`src/rtl/jtag_dpi_master.sv`:
```
// Command-driven JTAG master: turns TAP-reset / shift-IR / shift-DR / idle commands
// into TCK/TMS/TDI waveforms on sys_clk and returns the TDO bits captured while shifting.
module jtag_dpi_master #(
    parameter int CLK_DIV = 2,
    parameter int MAX_LEN = 32
) (
    input  logic                       sys_clk,
    input  logic                       sys_rst_n,
    input  logic                       cmd_valid,
    output logic                       cmd_ready,
    input  logic [1:0]                 cmd_op,
    input  logic [$clog2(MAX_LEN)-1:0] cmd_len,
    input  logic [MAX_LEN-1:0]         cmd_data,
    output logic                       rsp_valid,
    output logic [MAX_LEN-1:0]         rsp_data,
    output logic                       tck,
    output logic                       tms,
    output logic                       tdi,
    input  logic                       tdo
);
    localparam int LEN_W = $clog2(MAX_LEN);
    localparam int K_W   = $clog2(MAX_LEN + 8);
    localparam int DIV_W = (CLK_DIV > 1) ? $clog2(CLK_DIV) : 1;

    typedef enum logic [1:0] {
        OP_RESET = 2'b00,
        OP_IR    = 2'b01,
        OP_DR    = 2'b10,
        OP_IDLE  = 2'b11
    } op_t;

    typedef enum logic [1:0] {
        S_IDLE,
        S_RUN,
        S_DONE
    } state_t;

    state_t             state_q, state_d;
    op_t                op_q;
    logic [LEN_W-1:0]   len_q;
    logic [MAX_LEN-1:0] data_q, cap_q;
    logic [K_W-1:0]     k_q, k_nxt, last_k;
    logic [DIV_W-1:0]   div_q;
    logic               auto_q;
    logic               tick, rise, fall, last, accept;
    logic               cur_shift, nxt_shift;
    logic [LEN_W-1:0]   cur_bit, nxt_bit;

    // Index of the first shift TCK: after Select-DR/Capture-DR (or the two extra IR steps).
    function automatic logic [K_W-1:0] shift_start(input op_t op);
        return (op == OP_IR) ? K_W'(4) : K_W'(3);
    endfunction

    function automatic logic is_shift(input op_t op, input logic [LEN_W-1:0] len,
                                      input logic [K_W-1:0] k);
        return (op == OP_DR || op == OP_IR) &&
               (k >= shift_start(op)) && (k <= shift_start(op) + K_W'(len));
    endfunction

    // TMS level for TCK number k of a command; every sequence starts and ends in Run-Test/Idle.
    function automatic logic tms_at(input op_t op, input logic [LEN_W-1:0] len,
                                    input logic [K_W-1:0] k);
        logic [K_W-1:0] last_shift;
        last_shift = shift_start(op) + K_W'(len);
        case (op)
            OP_RESET: return k < K_W'(5);
            OP_IDLE:  return 1'b0;
            OP_IR:    return (k < K_W'(2)) || (k == last_shift) || (k == last_shift + K_W'(1));
            default:  return (k == '0) || (k == last_shift) || (k == last_shift + K_W'(1));
        endcase
    endfunction

    always_comb begin
        case (op_q)
            OP_RESET: last_k = K_W'(5);
            OP_IDLE:  last_k = K_W'(len_q);
            OP_DR:    last_k = K_W'(len_q) + K_W'(5);
            default:  last_k = K_W'(len_q) + K_W'(6);
        endcase
    end

    assign tick      = (div_q == DIV_W'(CLK_DIV - 1));
    assign rise      = (state_q == S_RUN) && tick && !tck;
    assign fall      = (state_q == S_RUN) && tick && tck;
    assign last      = (k_q == last_k);
    assign k_nxt     = k_q + K_W'(1);
    assign cur_shift = is_shift(op_q, len_q, k_q);
    assign nxt_shift = is_shift(op_q, len_q, k_nxt);
    assign cur_bit   = LEN_W'(k_q - shift_start(op_q));
    assign nxt_bit   = LEN_W'(k_nxt - shift_start(op_q));
    assign accept    = cmd_valid && cmd_ready;

    // Reset lands in S_RUN so the automatic TAP reset starts as soon as reset releases.
    always_ff @(posedge sys_clk) begin
        if (!sys_rst_n) state_q <= S_RUN;
        else            state_q <= state_d;
    end

    always_comb begin
        // NOTE: every output of this block gets a default first, so no path can infer a latch.
        state_d   = state_q;
        cmd_ready = 1'b0;
        case (state_q)
            S_IDLE: begin
                cmd_ready = 1'b1;
                if (cmd_valid) state_d = S_RUN;
            end
            S_RUN:   if (fall && last) state_d = S_DONE;
            S_DONE:  state_d = S_IDLE;
            default: state_d = S_IDLE;
        endcase
    end

    always_ff @(posedge sys_clk) begin
        // NOTE: sequential state uses non-blocking assignments so every register samples pre-edge values.
        if (!sys_rst_n) begin
            op_q      <= OP_RESET;
            len_q     <= '0;
            data_q    <= '0;
            cap_q     <= '0;
            k_q       <= '0;
            div_q     <= '0;
            auto_q    <= 1'b1;
            tck       <= 1'b0;
            tms       <= 1'b1;
            tdi       <= 1'b0;
            rsp_valid <= 1'b0;
            rsp_data  <= '0;
        end else begin
            rsp_valid <= 1'b0;
            if (accept) begin
                op_q   <= op_t'(cmd_op);
                len_q  <= cmd_len;
                data_q <= cmd_data;
                cap_q  <= '0;
                k_q    <= '0;
                div_q  <= '0;
                auto_q <= 1'b0;
                tms    <= tms_at(op_t'(cmd_op), cmd_len, '0);
                tdi    <= 1'b0;
            end else if (state_q == S_RUN) begin
                if (tick) begin
                    div_q <= '0;
                    tck   <= ~tck;
                    if (rise) begin
                        if (cur_shift) cap_q[cur_bit] <= tdo;
                    end else if (!last) begin
                        k_q <= k_nxt;
                        tms <= tms_at(op_q, len_q, k_nxt);
                        tdi <= nxt_shift ? data_q[nxt_bit] : 1'b0;
                    end else begin
                        tms <= 1'b0;
                        tdi <= 1'b0;
                    end
                end else begin
                    div_q <= div_q + DIV_W'(1);
                end
            end else if (state_q == S_DONE && !auto_q) begin
                rsp_valid <= 1'b1;
                rsp_data  <= cap_q;
            end
        end
    end

endmodule

```
`config.mk`:
```
export PLATFORM = sky130hd
export DESIGN_NAME = jtag_dpi_master
export DESIGN_NICKNAME = d
export VERILOG_FILES = /design/src/rtl/jtag_dpi_master.sv
export SDC_FILE = /design/constraint.sdc
export NUM_CORES = 1
export LEC_CHECK = 0
export CAP_MARGIN = 0
export CORE_ASPECT_RATIO = 0.9
export CORE_UTILIZATION = 50
export CTS_CLUSTER_SIZE = 10
export DETAILED_ROUTE_END_ITERATION = 8
export HOLD_SLACK_MARGIN = 0.06
export PLACE_DENSITY = 0.73
export SLEW_MARGIN = 20
export SYNTH_ARGS = -nofsm -noshare
export SYNTH_HDL_FRONTEND = slang
export SYNTH_SLANG_ARGS = --single-unit
```
`constraint.sdc`:
```
create_clock -name sys_clk -period 4.57 [get_ports sys_clk]
set_clock_uncertainty 0.05 [all_clocks]
set_input_delay 0.914 -clock sys_clk [delete_from_list [all_inputs] [get_ports sys_clk]]
set_output_delay 0.914 -clock sys_clk [all_outputs]
set_load 0.05 [all_outputs]
```
# Word level (Yosys, flattened, before mapping)
# Index checks and enable logic that the tools add are counted.
totals:
  regBits: 117
  latchBits: 0
  ram_bits: 0
  rom_bits: 0
  inputBits: 43
  output_inout_bits: 37
  elab_cells: 102
  memories: 0
op_classes:
  add_sub_neg: 8
  n_mul: 0
  div: 0
  order_cmp: 9
  n_eq_ne: 12
  shift: 0
  muxes: 22
  bitwise_logic: 6
  n_reduce_logical: 32
ops:
  columns: ["operator", "n"]
  rows:
  - ["32-bit bitwise mux", 1]
  - ["6-bit == test", 3]
  - ["6-bit one-hot mux with 3 select lines", 1]
  - ["1-bit two-way mux", 13]
  - ["5-bit by 3-bit adder with 6-bit output (second input constant)", 2]
  - ["6-bit by 1-bit adder with 6-bit output (second input constant)", 2]
  - ["6-bit by 3-bit greater-or-equal comparator with 1-bit output", 2]
  - ["6-bit <= comparator", 2]
  - ["5-bit by 6-bit < comparator with 1-bit output (second input constant)", 2]
  - ["3-bit AND reduction", 4]
  - ["1-bit logical AND", 11]
  - ["5-bit subtractor", 2]
  - ["2-bit == test (second input constant)", 4]
  - ["4-bit AND reduction", 2]
  - ["3-bit by 5-bit adder with 6-bit output", 1]
  - ["6-bit logical NOT", 1]
  - ["6-bit by 2-bit < comparator with 1-bit output (second input constant)", 1]
  - ["6-bit by 3-bit < comparator with 1-bit output (second input constant)", 1]
  - ["1-bit inverter", 6]
  - ["1-bit binary-select mux with 5-bit select", 1]
  - ["1-bit demux with 5-bit select", 1]
  - ["5-bit by 1-bit greater-or-equal comparator with 1-bit output (second input constant)", 1]
  - ["1-bit logical OR", 5]
  - ["2-bit by 1-bit == test with 1-bit output (second input constant)", 2]
  - ["13 further kinds", 18]

# Depth between registers and ports, before layout
# Gate-level depths: netlist (run 1).
logic_depth:
  depth_word: 12
  ltp_mapped: 17
  ltp_nobuf: 15

# Worst setup path after synthesis (run 1)
# No wires, ideal clock.
synth_path:
  kind: "reg2reg"
  start: "reg op_q[1]"
  end: "reg cap_q[27]"
  setup_ps: 70
  arrival_ps: 3675
  t_required_ps: 4450
  setup_slack_ps: 775
  path_stages_with_launch: 18
  path_buffers: 2
  period_less_slack_ps: 3795
  path_cell_list: "dfxtp_1 inv_1 ha_1 buf_4 inv_1 ha_1 inv_1 fa_1 xor2_1 ha_1 nand3_1 o21ai_0 and3_1 o32ai_4 and3b_1 buf_6 nand3_1 a21oi_1"
synth_via:
  elab_chain_len: 8
  elab_cells_between_ends: 17
  cone_classes: "add/sub (2); order compare (4); eq/ne (2); mux (4); reduce/logical (5)"
synth_lines:
  columns: ["item", "line_no", "text"]
  rows:
  - ["from (decl)", "39", "op_t op_q;"]
  - ["from (signal assigned)", "132", "op_q <= op_t'(cmd_op);"]
  - ["2-bit by 1-bit == test with 1-bit output", "51, 56", null]
  - ["3-bit two-way mux", "51", "return (op == OP_IR) ? K_W'(4) : K_W'(3);"]
  - ["5-bit subtractor", "89", "assign cur_bit = LEN_W'(k_q - shift_start(op_q));"]
  - ["5-bit by 6-bit < comparator with 1-bit output (not written as such) or 5-bit by 1-bit greater-or-equal comparator with 1-bit output (tied branches)", "146", "if (cur_shift) cap_q[cur_bit] <= tdo;"]
  - ["1-bit logical AND (not written as such)", "146", null]
  - ["1-bit two-way mux (not written as such)", "146", null]
  - ["1-bit demux with 5-bit select", "146", null]
  - ["32-bit bitwise mux", "146", null]
  - ["to (signal, indexed assignment)", "146", null]
  - ["to (decl)", "41", "logic [MAX_LEN-1:0] data_q, cap_q;"]
# Several ways; a longest one is shown, not always the timed one.
# A chain may end at the register's enable or synchronous reset.

# Final worst setup path (run 1)
layout_path:
  start: "reg op_q[1]"
  end: "reg cap_q[1]"
# Same word-level chain as after synthesis.

==> run_results.csv, run 1 <==
group,metric,value,unit
sta,slew_viol_final,0,
logic_synthesis,synth_ff_type,"dfxtp_1",
run_status,status,"complete, no violations",
grt,grt_use_total,24.4,%
drt,wl,14.8,mm
clock_network,hold_buffers,0,
grt,grt_pass1_vias,5177,
power_and_ir_drop,p_int,1930,uW
power_and_ir_drop,ir_worst_vdd,0.232,mV
logic_synthesis,synth_fp_nets,811,
drt,drt_first_pass_iters,5,
clock_network,post_cts_buffers,0,
drt,vias_per_cell,5.56,
drt,vias,5389,
clock_network,numCtsBuffers,17,
grt,gr-total-overflow,0,
logic_synthesis,avgSynthCellArea,8.45,sq um
sta,fmax,249,MHz
worst_setup_path,critPathRequiredTime,4800,ps
logic_synthesis,ys_seq_area_share,37.7,%
power_and_ir_drop,power_frac_comb,5.0,%
logic_synthesis,synth_cell_types,62,
worst_setup_path,crit_path_start_kind,"register",
place,hpwlAfterDp,10.3,mm
clock_network,clkTransAtPathRegs,60,ps
sta,worst_slew_pin_slew,1080,ps
die,start_util,51.4,%
clock_network,h-tree-depth,4,
drt,drc,0,
hold_path,holdCritStartpoint,"rsp_data[6]",
clock_network,clockBufferDepth,2,
logic_synthesis,ys_seq_elements,117,
die,die_x,119,um
worst_setup_path,cpPeakStageDelay,470,ps
power_and_ir_drop,swShare,22.8,%
sta,finalCritPeriodShare,88.1,%
worst_setup_path,r2r-start,"op_q[1]",
worst_setup_path,path_cells,"inv_1 > ha_1 > inv_1 > ha_1 > inv_1 > fa_1 > xor2_1 > ha_1 > nand3_1 > o21ai_0 > and3_1 > o32ai_4 > nand3_1 > o21ai_0 > a21oi_1",
power_and_ir_drop,power_frac_clock,53.9,%
power_and_ir_drop,p_sw,570,uW
cells_and_area,num_antenna_cells,0,
die,placementRows,38,
cells_and_area,final_nets,872,
logic_synthesis,synthArstFlopShare,0,%
worst_setup_path,critical-path-slowest-cell,"xor2_1",
place,pre_cts_slack,614,ps
die,pin_count,80,
cells_and_area,synthToLayoutAreaGrowth,23.0,%
die,die_area,12900,sq um
cells_and_area,final_common_cell,"nand2_1",
grt,antenna_found_initial,0,
sta,fin_tns_setup,0,ps
worst_setup_path,path_max_fanout,8,
drt,wl_per_cell,15.2,um
worst_setup_path,crit_family,"adder cells",
power_and_ir_drop,p_per_area,327,nW/um^2
logic_synthesis,yosysWarningCount,0,
clock_network,cts_tree,"built",
sta,grt_setup_unrepaired,"no",
cells_and_area,nFillCells,1012,
sta,finalWorstPathRequiredPeriod,4020,ps
sta,hold_violations,0,
grt,grt_pass1_wl,24.8,mm
sta,fin_ws,546,ps
cells_and_area,final_cell_mix,"nand2_1 (166), dfxtp_1 (117), clkdlybuf4s50_1 (78), a21boi_0 (72), a21oi_1 (46)",
die,core_area,12100,sq um
clock_network,clock-root-buffer,"clkbuf_16",
drt,dr.first_iter.drc_count,345,
hold_path,hold_class,"register to register",
worst_setup_path,arrival,4250,ps
clock_network,cts_resized,0,
worst_setup_path,worstSetupPathType,"register to register",
job,maxCapViolCount,0,
sta,setup_violations,0,
worst_setup_path,crit_path_start,"op_q[1]",
clock_network,numClockSinks,117,
die,die_h,108,um
cells_and_area,layout-drive-gt1-share,8.41,%
logic_synthesis,synthCells,735,
power_and_ir_drop,power.leakage,0.00265,uW
logic_synthesis,synth_area,6210,sq um
sta,slew_headroom,28.0,%
place,port_buffers,79,
logic_synthesis,synth-edff-count,0,
worst_setup_path,end_kind,"register",
worst_setup_path,cp_num_buf_inv,3,
drt,ant_nets,0,
clock_network,insertion_delay,420,ps
grt,grt_max_degree,77,
place,place_congestion,0.870,
power_and_ir_drop,sequentialPowerShare,41.1,%
-- path summary, 6_finish.rpt --
check	to	slack, ps	cells past startpoint
setup / recovery	cap_q[1]	550	15
hold / removal	rsp_data[6]	410	2
setup reg to reg	cap_q[1]	550	15
hold reg to reg	rsp_data[6]	410	2
-- synthesized netlist by cell type (all sizes together) (2+ instances only) --
master / instances / area share [%]
nand2: 166 / 10
a21oi: 46 / 3.7
nand4: 2 / 0.20
and3b: 2 / 0.28
o31ai: 3 / 0.44
or3b: 2 / 0.28
nand3: 45 / 3.7
nor3: 9 / 0.73
fa: 3 / 0.97
mux4: 9 / 3.3
nor3b: 4 / 0.48
a21o: 7 / 0.85
and3: 5 / 0.50
nor4b: 2 / 0.48
mux2i: 2 / 0.32
nor2: 26 / 1.6
nand2b: 4 / 0.40
a31oi: 5 / 0.50
clkbuf: 28 / 1.7
xor2: 13 / 2.4
a21boi: 72 / 8.7
o21ai: 43 / 3.6
inv: 15 / 0.91
or3: 4 / 0.40
nand3b: 4 / 0.48
ha: 30 / 6.0
buf: 16 / 1.8
or2: 2 / 0.20
nor2b: 4 / 0.52
xnor2: 21 / 3.1
dfxtp: 117 / 38
and2: 4 / 0.40
o211ai: 2 / 0.24
-- per-stage QoR --
step | power [uW] | hold slack, ps | area, sq um | utilization, % | instances
after global placement | 1170 | 399 | 7030 | 58.2 | 937
after global routing | 2580 | 433 | 7640 | 63.2 | 969
after detailed placement | 1170 | 408 | 7030 | 58.2 | 937
after floorplan | 1120 | 381 | 6210 | - | 735
final | 2500 | 412 | 7640 | 63.2 | 969
after CTS | 2520 | 416 | 7640 | 63.2 | 969
-- flip-flops by register name, summed over array words and instances, names as in the netlist, 2 cells and up --
name	cells
cap_q	32
data_q	32
rsp_data	32
k_q	6
len_q	5
op_q	2
state_q	2
-- layout make-up --
cell class | count | area (sq um) | share of cell area, %
inverters | 15 | 56.3 | 0.737
clock inverters | 12 | 145 | 1.90
clock buffers | 20 | 457 | 5.98
flip-flops and latches | 117 | 2340 | 30.7
multi-input cells | 559 | 3600 | 47.1
well taps | 160 | 200 | 2.62
repair buffers | 86 | 838 | 11.0
-- worst register-to-register path: cells and delay by family, from the launching register on --
family                     cells  cell delay (ps)
adders and majority gates      4             1140
AOI/OAI and AO/OA              4              900
and+or+nand+nor                3              700
xor gates and xnor gates       1              470
DFF                            1              370
buffers and inverters          3              250
-- metal layers --
metal  part of all wire (%)  global-route usage, %  vias up
met3                    6.1                   5.19       34
li1                       -                      -     2665
met4                    2.2                   11.1        0
met1                     47                   31.8     2517
met2                     45                   38.6      173
met5                      0                      0        -
-- kinds of logic (layout without fill, tap and decap cells) --
kind of cell	after synthesis	after routing	synth area share, %
AND/OR/NAND/NOR	288	288	21.1
multiplexers	12	12	3.77
buffers and inverters	59	133	4.39
flip-flops	117	117	37.7
adder cells (fa/ha/maj)	33	33	7.01
AO/OA/AOI/OAI	192	192	20.6
XOR/XNOR	34	34	5.46
-- power by group through the flow --
stage | Combinational [uW] | Clock, uW | Sequential (uW)
floorplan | 64.8 | 0 | 1050
global placement | 123 | 0 | 1050
detailed placement | 125 | 0 | 1050
CTS | 125 | 1360 | 1030
global route | 135 | 1420 | 1030
finish | 125 | 1350 | 1030
Power figures use the tool's default switching activity.
==> inputs of run 2 (changes only) <==
RECOVER_POWER = 50   (was default)
==> run 2 against run 1 <==
  * The flow now finishes with violations (max-capacitance violations, max-slew violations)
  * Non-clock buffer count is the same
  * Critical path depth unchanged
  * Cell count is the same
  * Wire length about the same
  * Die area unchanged
  * Combinational power about the same
  * Sequential power is essentially flat
  * Cell area about the same
  * Critical path type unchanged
  * Largest cell class unchanged
  * Highest routed layer unchanged
==> run_results.csv, run 2 (synthesis results as in run 1) <==
group,metric,value,unit
cells_and_area,synthToLayoutAreaGrowth,22.9,%
die,start_util,51.4,%
die,die_area,12900,sq um
grt,grt_pass1_wl,24.8,mm
clock_network,insertion_delay,420,ps
place,place_congestion,0.870,
cells_and_area,nFillCells,1015,
drt,drt_first_pass_iters,5,
worst_setup_path,path_cells,"inv_1 > ha_1 > inv_1 > ha_1 > inv_1 > fa_1 > xor2_1 > ha_1 > nand3_1 > o21ai_0 > and3_1 > o32ai_4 > and3_1 > nand3_1 > a21oi_1",
worst_setup_path,crit_path_start,"op_q[1]",
sta,slew_viol_final,77,
worst_setup_path,critPathRequiredTime,4850,ps
hold_path,holdCritStartpoint,"rsp_data[6]",
worst_setup_path,worstRegToRegCells,15,
sta,finalCritPeriodShare,88.1,%
grt,grt_pass1_vias,5177,
worst_setup_path,cp_num_buf_inv,3,
clock_network,post_cts_buffers,0,
worst_setup_path,end_kind,"register",
power_and_ir_drop,ir_worst_vdd,0.238,mV
sta,setup_violations,0,
clock_network,clkTransAtPathRegs,50,ps
die,die_x,119,um
grt,grt_max_degree,77,
place,port_buffers,79,
worst_setup_path,r2r-start,"op_q[1]",
cells_and_area,layout-drive-gt1-share,8.28,%
die,pin_count,80,
clock_network,numClockSinks,117,
worst_setup_path,path_depth,15,
clock_network,clock-root-buffer,"clkbuf_16",
sta,finalWorstPathRequiredPeriod,4020,ps
worst_setup_path,arrival,4300,ps
worst_setup_path,path_max_fanout,8,
drt,wl_per_cell,15.2,um
cells_and_area,final_cell_mix,"nand2_1 (166), dfxtp_1 (117), clkdlybuf4s50_1 (77), a21boi_0 (72), a21oi_1 (46)",
clock_network,numCtsBuffers,17,
sta,slew_headroom,-72.2,%
hold_path,hold-path-cell-count,2,
sta,worst_slew_pin_slew,2580,ps
run_status,failed_checks,"max-capacitance violations, max-slew violations",
die,placementRows,38,
clock_network,cts_resized,0,
cells_and_area,num_antenna_cells,0,
clock_network,cts_tree,"built",
worst_setup_path,crit_family,"adder cells",
cells_and_area,final_nets,872,
job,maxCapViolCount,1,
worst_setup_path,worstSetupPathType,"register to register",
run_status,status,"finished with violations",
cells_and_area,reg.largest.list,"cap_q: 32 flops, data_q: 32 flops, rsp_data: 32 flops",
die,core_area,12100,sq um
die,die_h,108,um
drt,vias,5351,
sta,hold_violations,0,
clock_network,h-tree-depth,4,
drt,wl,14.8,mm
cells_and_area,final_common_cell,"nand2_1",
power_and_ir_drop,power.leakage,0.00265,uW
drt,dr.first_iter.drc_count,276,
place,hpwlAfterDp,10.3,mm
worst_setup_path,crit_path_start_kind,"register",
worst_setup_path,cpPeakStageDelay,480,ps
clock_network,clockBufferDepth,2,
grt,antenna_found_initial,0,
clock_network,hold_buffers,0,
sta,grt_setup_unrepaired,"no",
grt,gr-total-overflow,0,
drt,vias_per_cell,5.52,
worst_setup_path,critical-path-slowest-cell,"and3_1",
sta,fin_tns_setup,0,ps
power_and_ir_drop,p_per_area,328,nW/um^2
drt,ant_nets,0,
sta,fmax,248,MHz
grt,grt_use_total,24.4,%
hold_path,hold_class,"register to register",
sta,hold_slack,415,ps
drt,drc,0,
run 2: cell types whose count changed in the layout (fill, tap and decap cells not counted):
| cell | before | now |
|---|---|---|
| buf_4 | 7 | 5 |
| clkbuf_1 | 1 | 2 |
| clkbuf_2 | 0 | 1 |
| clkdlybuf4s50_1 | 78 | 77 |
| dlygate4sd3_1 | 0 | 1 |
run 2: through the flow:
stage,setup slack (ps),power [uW],instance area [sq um],util (%),instances
2_1_floorplan,775,1120,6210,-,735
5_1_grt,243,2580,7630,63.2,969
6_report,545,2500,7630,63.2,969
4_1_cts,577,2520,7640,63.2,969
3_3_place_gp,754,1170,7030,58.2,937
3_5_place_dp,614,1170,7030,58.2,937
run 2: per-layer routing:
metal / vias to the layer above / share of wire, % / GRT usage, %
li1: 2664 / - / -
met1: 2492 / 47 / 31.8
met2: 164 / 46 / 38.6
met3: 31 / 5.5 / 5.19
met4: 0 / 2.2 / 11.1
met5: - / 0 / 0
run 2: worst min-delay path: stages (launching register included):
cell	delay, ps
dfxtp_1	300
nand2_1	40
a21boi_0	60
run 2: path summary, 6_finish.rpt:
check	slack, ps	end
hold reg to reg	420	rsp_data[6]
setup / recovery	550	cap_q[0]
hold / removal	420	rsp_data[6]
setup reg to reg	550	cap_q[0]
run 2: report_power, final:
part           internal, uW  switching, uW
logic                  68.0           59.2
clock network           841            507
registers              1020           4.74
total                  1930            571
run 2: cell type report:
class / instances / area (sq um) / area share (%)
inverter: 15 / 56.3 / 0.738
clock inverter: 12 / 145 / 1.90
timing repair buffer: 86 / 832 / 10.9
clock buffer: 20 / 457 / 5.99
sequential: 117 / 2340 / 30.7
multi-input combinational: 559 / 3600 / 47.1
tap: 160 / 200 / 2.62
==> inputs of run 3 (changes only) <==
CORE_ASPECT_RATIO = 1.4   (was 0.9)
REMOVE_ABC_BUFFERS = 1   (was default)
SKIP_LAST_GASP = 1   (was default)
==> run 3 against run 2 <==
  * The run still ends with max-capacitance violations, max-slew violations left
  * Largest power group unchanged
  * Flip-flop and latch count is the same
  * Critical path type unchanged
  * Clock power shrank 7%
  * Register-to-register slack is essentially flat
  * Wire length shrank 2.2%
  * Via count shrank 0.95%
  * Utilization grew 0.26 points
  * Sequential power is essentially flat
  * Die area is essentially flat
  * Combinational power is essentially flat
  * Power shrank 4.1%
==> run_results.csv, run 3 (synthesis results as in run 1) <==
group,metric,value,unit
worst_setup_path,arrival,4170,ps
sta,hold_slack,410,ps
sta,slew_viol_final,101,
cells_and_area,layout-drive-gt1-share,7.89,%
cells_and_area,num_antenna_cells,0,
place,pre_cts_slack,716,ps
sta,setup_violations,0,
sta,fmax,249,MHz
die,die_h,134,um
power_and_ir_drop,power,2400,uW
clock_network,h-tree-depth,4,
grt,grt_pass1_wl,24.3,mm
worst_setup_path,worstReg2RegEnd,"cap_q[28]",
power_and_ir_drop,power.leakage,0.00263,uW
run_status,status,"finished with violations",
sta,worst_slew_pin_slew,1940,ps
drt,vias,5300,
hold_path,worstHoldEndpoint,"rsp_data[29]",
worst_setup_path,end_kind,"register",
worst_setup_path,r2r-start,"op_q[1]",
sta,fin_ws,558,ps
cells_and_area,final_nets,874,
die,core_area,11900,sq um
drt,wl,14.4,mm
clock_network,insertion_delay,410,ps
die,die_area,12900,sq um
grt,grt_use_total,24.0,%
worst_setup_path,worstRegToRegCells,14,
cells_and_area,reg.largest.list,"cap_q: 32 flops, data_q: 32 flops, rsp_data: 32 flops",
drt,vias_per_cell,5.53,
power_and_ir_drop,p_per_area,317,nW/um^2
worst_setup_path,path_max_fanout,15,
grt,antenna_found_initial,0,
die,pin_count,80,
clock_network,post_cts_buffers,0,
drt,drt_first_pass_iters,8,
drt,ant_nets,0,
cells_and_area,fin_util,63.4,%
sta,fin_tns_setup,0,ps
grt,grt_max_degree,60,
sta,slew_headroom,-29.3,%
worst_setup_path,ff2ff_setup_slack,560,ps
worst_setup_path,crit_path_start_kind,"register",
clock_network,numCtsBuffers,17,
die,die_x,96.2,um
grt,grt_pass1_vias,5199,
run_status,failed_checks,"max-capacitance violations, max-slew violations",
grt,gr-total-overflow,0,
clock_network,cts_resized,0,
die,placementRows,47,
sta,finalWorstPathRequiredPeriod,4010,ps
worst_setup_path,critPathRequiredTime,4730,ps
sta,grt_setup_unrepaired,"no",
clock_network,clkTransAtPathRegs,60,ps
cells_and_area,final_common_cell,"nand2_1",
job,maxCapViolCount,2,
clock_network,clock-root-buffer,"clkbuf_16",
place,port_buffers,79,
drt,wl_per_cell,15.1,um
drt,drc,0,
drt,dr.first_iter.drc_count,220,
place,place_congestion,0.907,
hold_path,hold_class,"register to register",
sta,finalCritPeriodShare,87.8,%
sta,hold_violations,0,
clock_network,hold_buffers,0,
hold_path,hold-path-cell-count,2,
cells_and_area,final_cell_mix,"nand2_1 (166), dfxtp_1 (117), clkdlybuf4s50_1 (75), a21boi_0 (72), a21oi_1 (46)",
place,hpwlAfterDp,10.5,mm
clock_network,numClockSinks,117,
worst_setup_path,worstSetupPathType,"register to register",
power_and_ir_drop,ir_worst_vdd,0.214,mV
clock_network,clockBufferDepth,2,
clock_network,cts_tree,"built",
die,start_util,52.0,%
hold_path,holdCritStartpoint,"cap_q[29]",
cells_and_area,synthToLayoutAreaGrowth,22.0,%
==> run 3: cell types whose count changed in the layout (fill, tap and decap cells not counted), sizes merged <==
cell           change
clkdlybuf4s50      -2
clkinv             +2
inv                -2
bufinv             -1
clkbuf             +3
dlygate4sd3        +2
==> run 3: worst max-delay path by stage <==
| stage | cells past startpoint | to | slack, ps | startpoint |
|---|---|---|---|---|
| after global placement | 14 | cap_q[28] | 860 | op_q[1] |
| final | 14 | cap_q[28] | 560 | op_q[1] |
| after CTS | 14 | cap_q[4] | 710 | op_q[1] |
| after detailed placement | 14 | cap_q[4] | 720 | op_q[1] |
| after global routing | 14 | cap_q[12] | 220 | op_q[1] |
| after floorplan | 15 | cap_q[31] | 740 | op_q[1] |
==> run 3: final cells by class <==
type | instances | area [sq um]
clock buffer | 21 | 450
clock inverter | 11 | 103
fill | 1031 | 4360
inverter | 15 | 56.3
multi-input combinational | 559 | 3600
sequential | 117 | 2340
tap | 147 | 184
timing repair buffer | 88 | 841
==> run 3: critical path: stages, from the launching register on <==
cell,delay (ps)
dfxtp_1,380
inv_1,80
ha_1,190
buf_4,200
ha_1,330
a21oi_1,280
xor2_1,320
ha_1,310
a21oi_1,140
o21ai_0,130
and3_1,230
o32ai_4,380
nand3_1,430
o21ai_0,290
a21oi_1,90
==> run 3: per-stage QoR <==
step / instances / area, sq um
after floorplan: 691 / 5990
after global placement: 926 / 7030
after detailed placement: 926 / 7030
after CTS: 958 / 7590
after global routing: 958 / 7570
final: 958 / 7570
==> run 3: layer usage <==
| metal | up-vias | global-route usage (%) | wire, um |
|---|---|---|---|
| li1 | 2667 | - | - |
| met1 | 2419 | 27.2 | 5820 |
| met2 | 173 | 43.3 | 7650 |
| met3 | 41 | 3.63 | 549 |
| met4 | 0 | 10.5 | 429 |
| met5 | - | 0 | 0 |
==> run 3: report_power, final <==
group / total, uW / switching, uW / internal [uW]
logic: 125 / 58.5 / 67.0
clock network: 1250 / 484 / 763
registers: 1030 / 4.79 / 1020
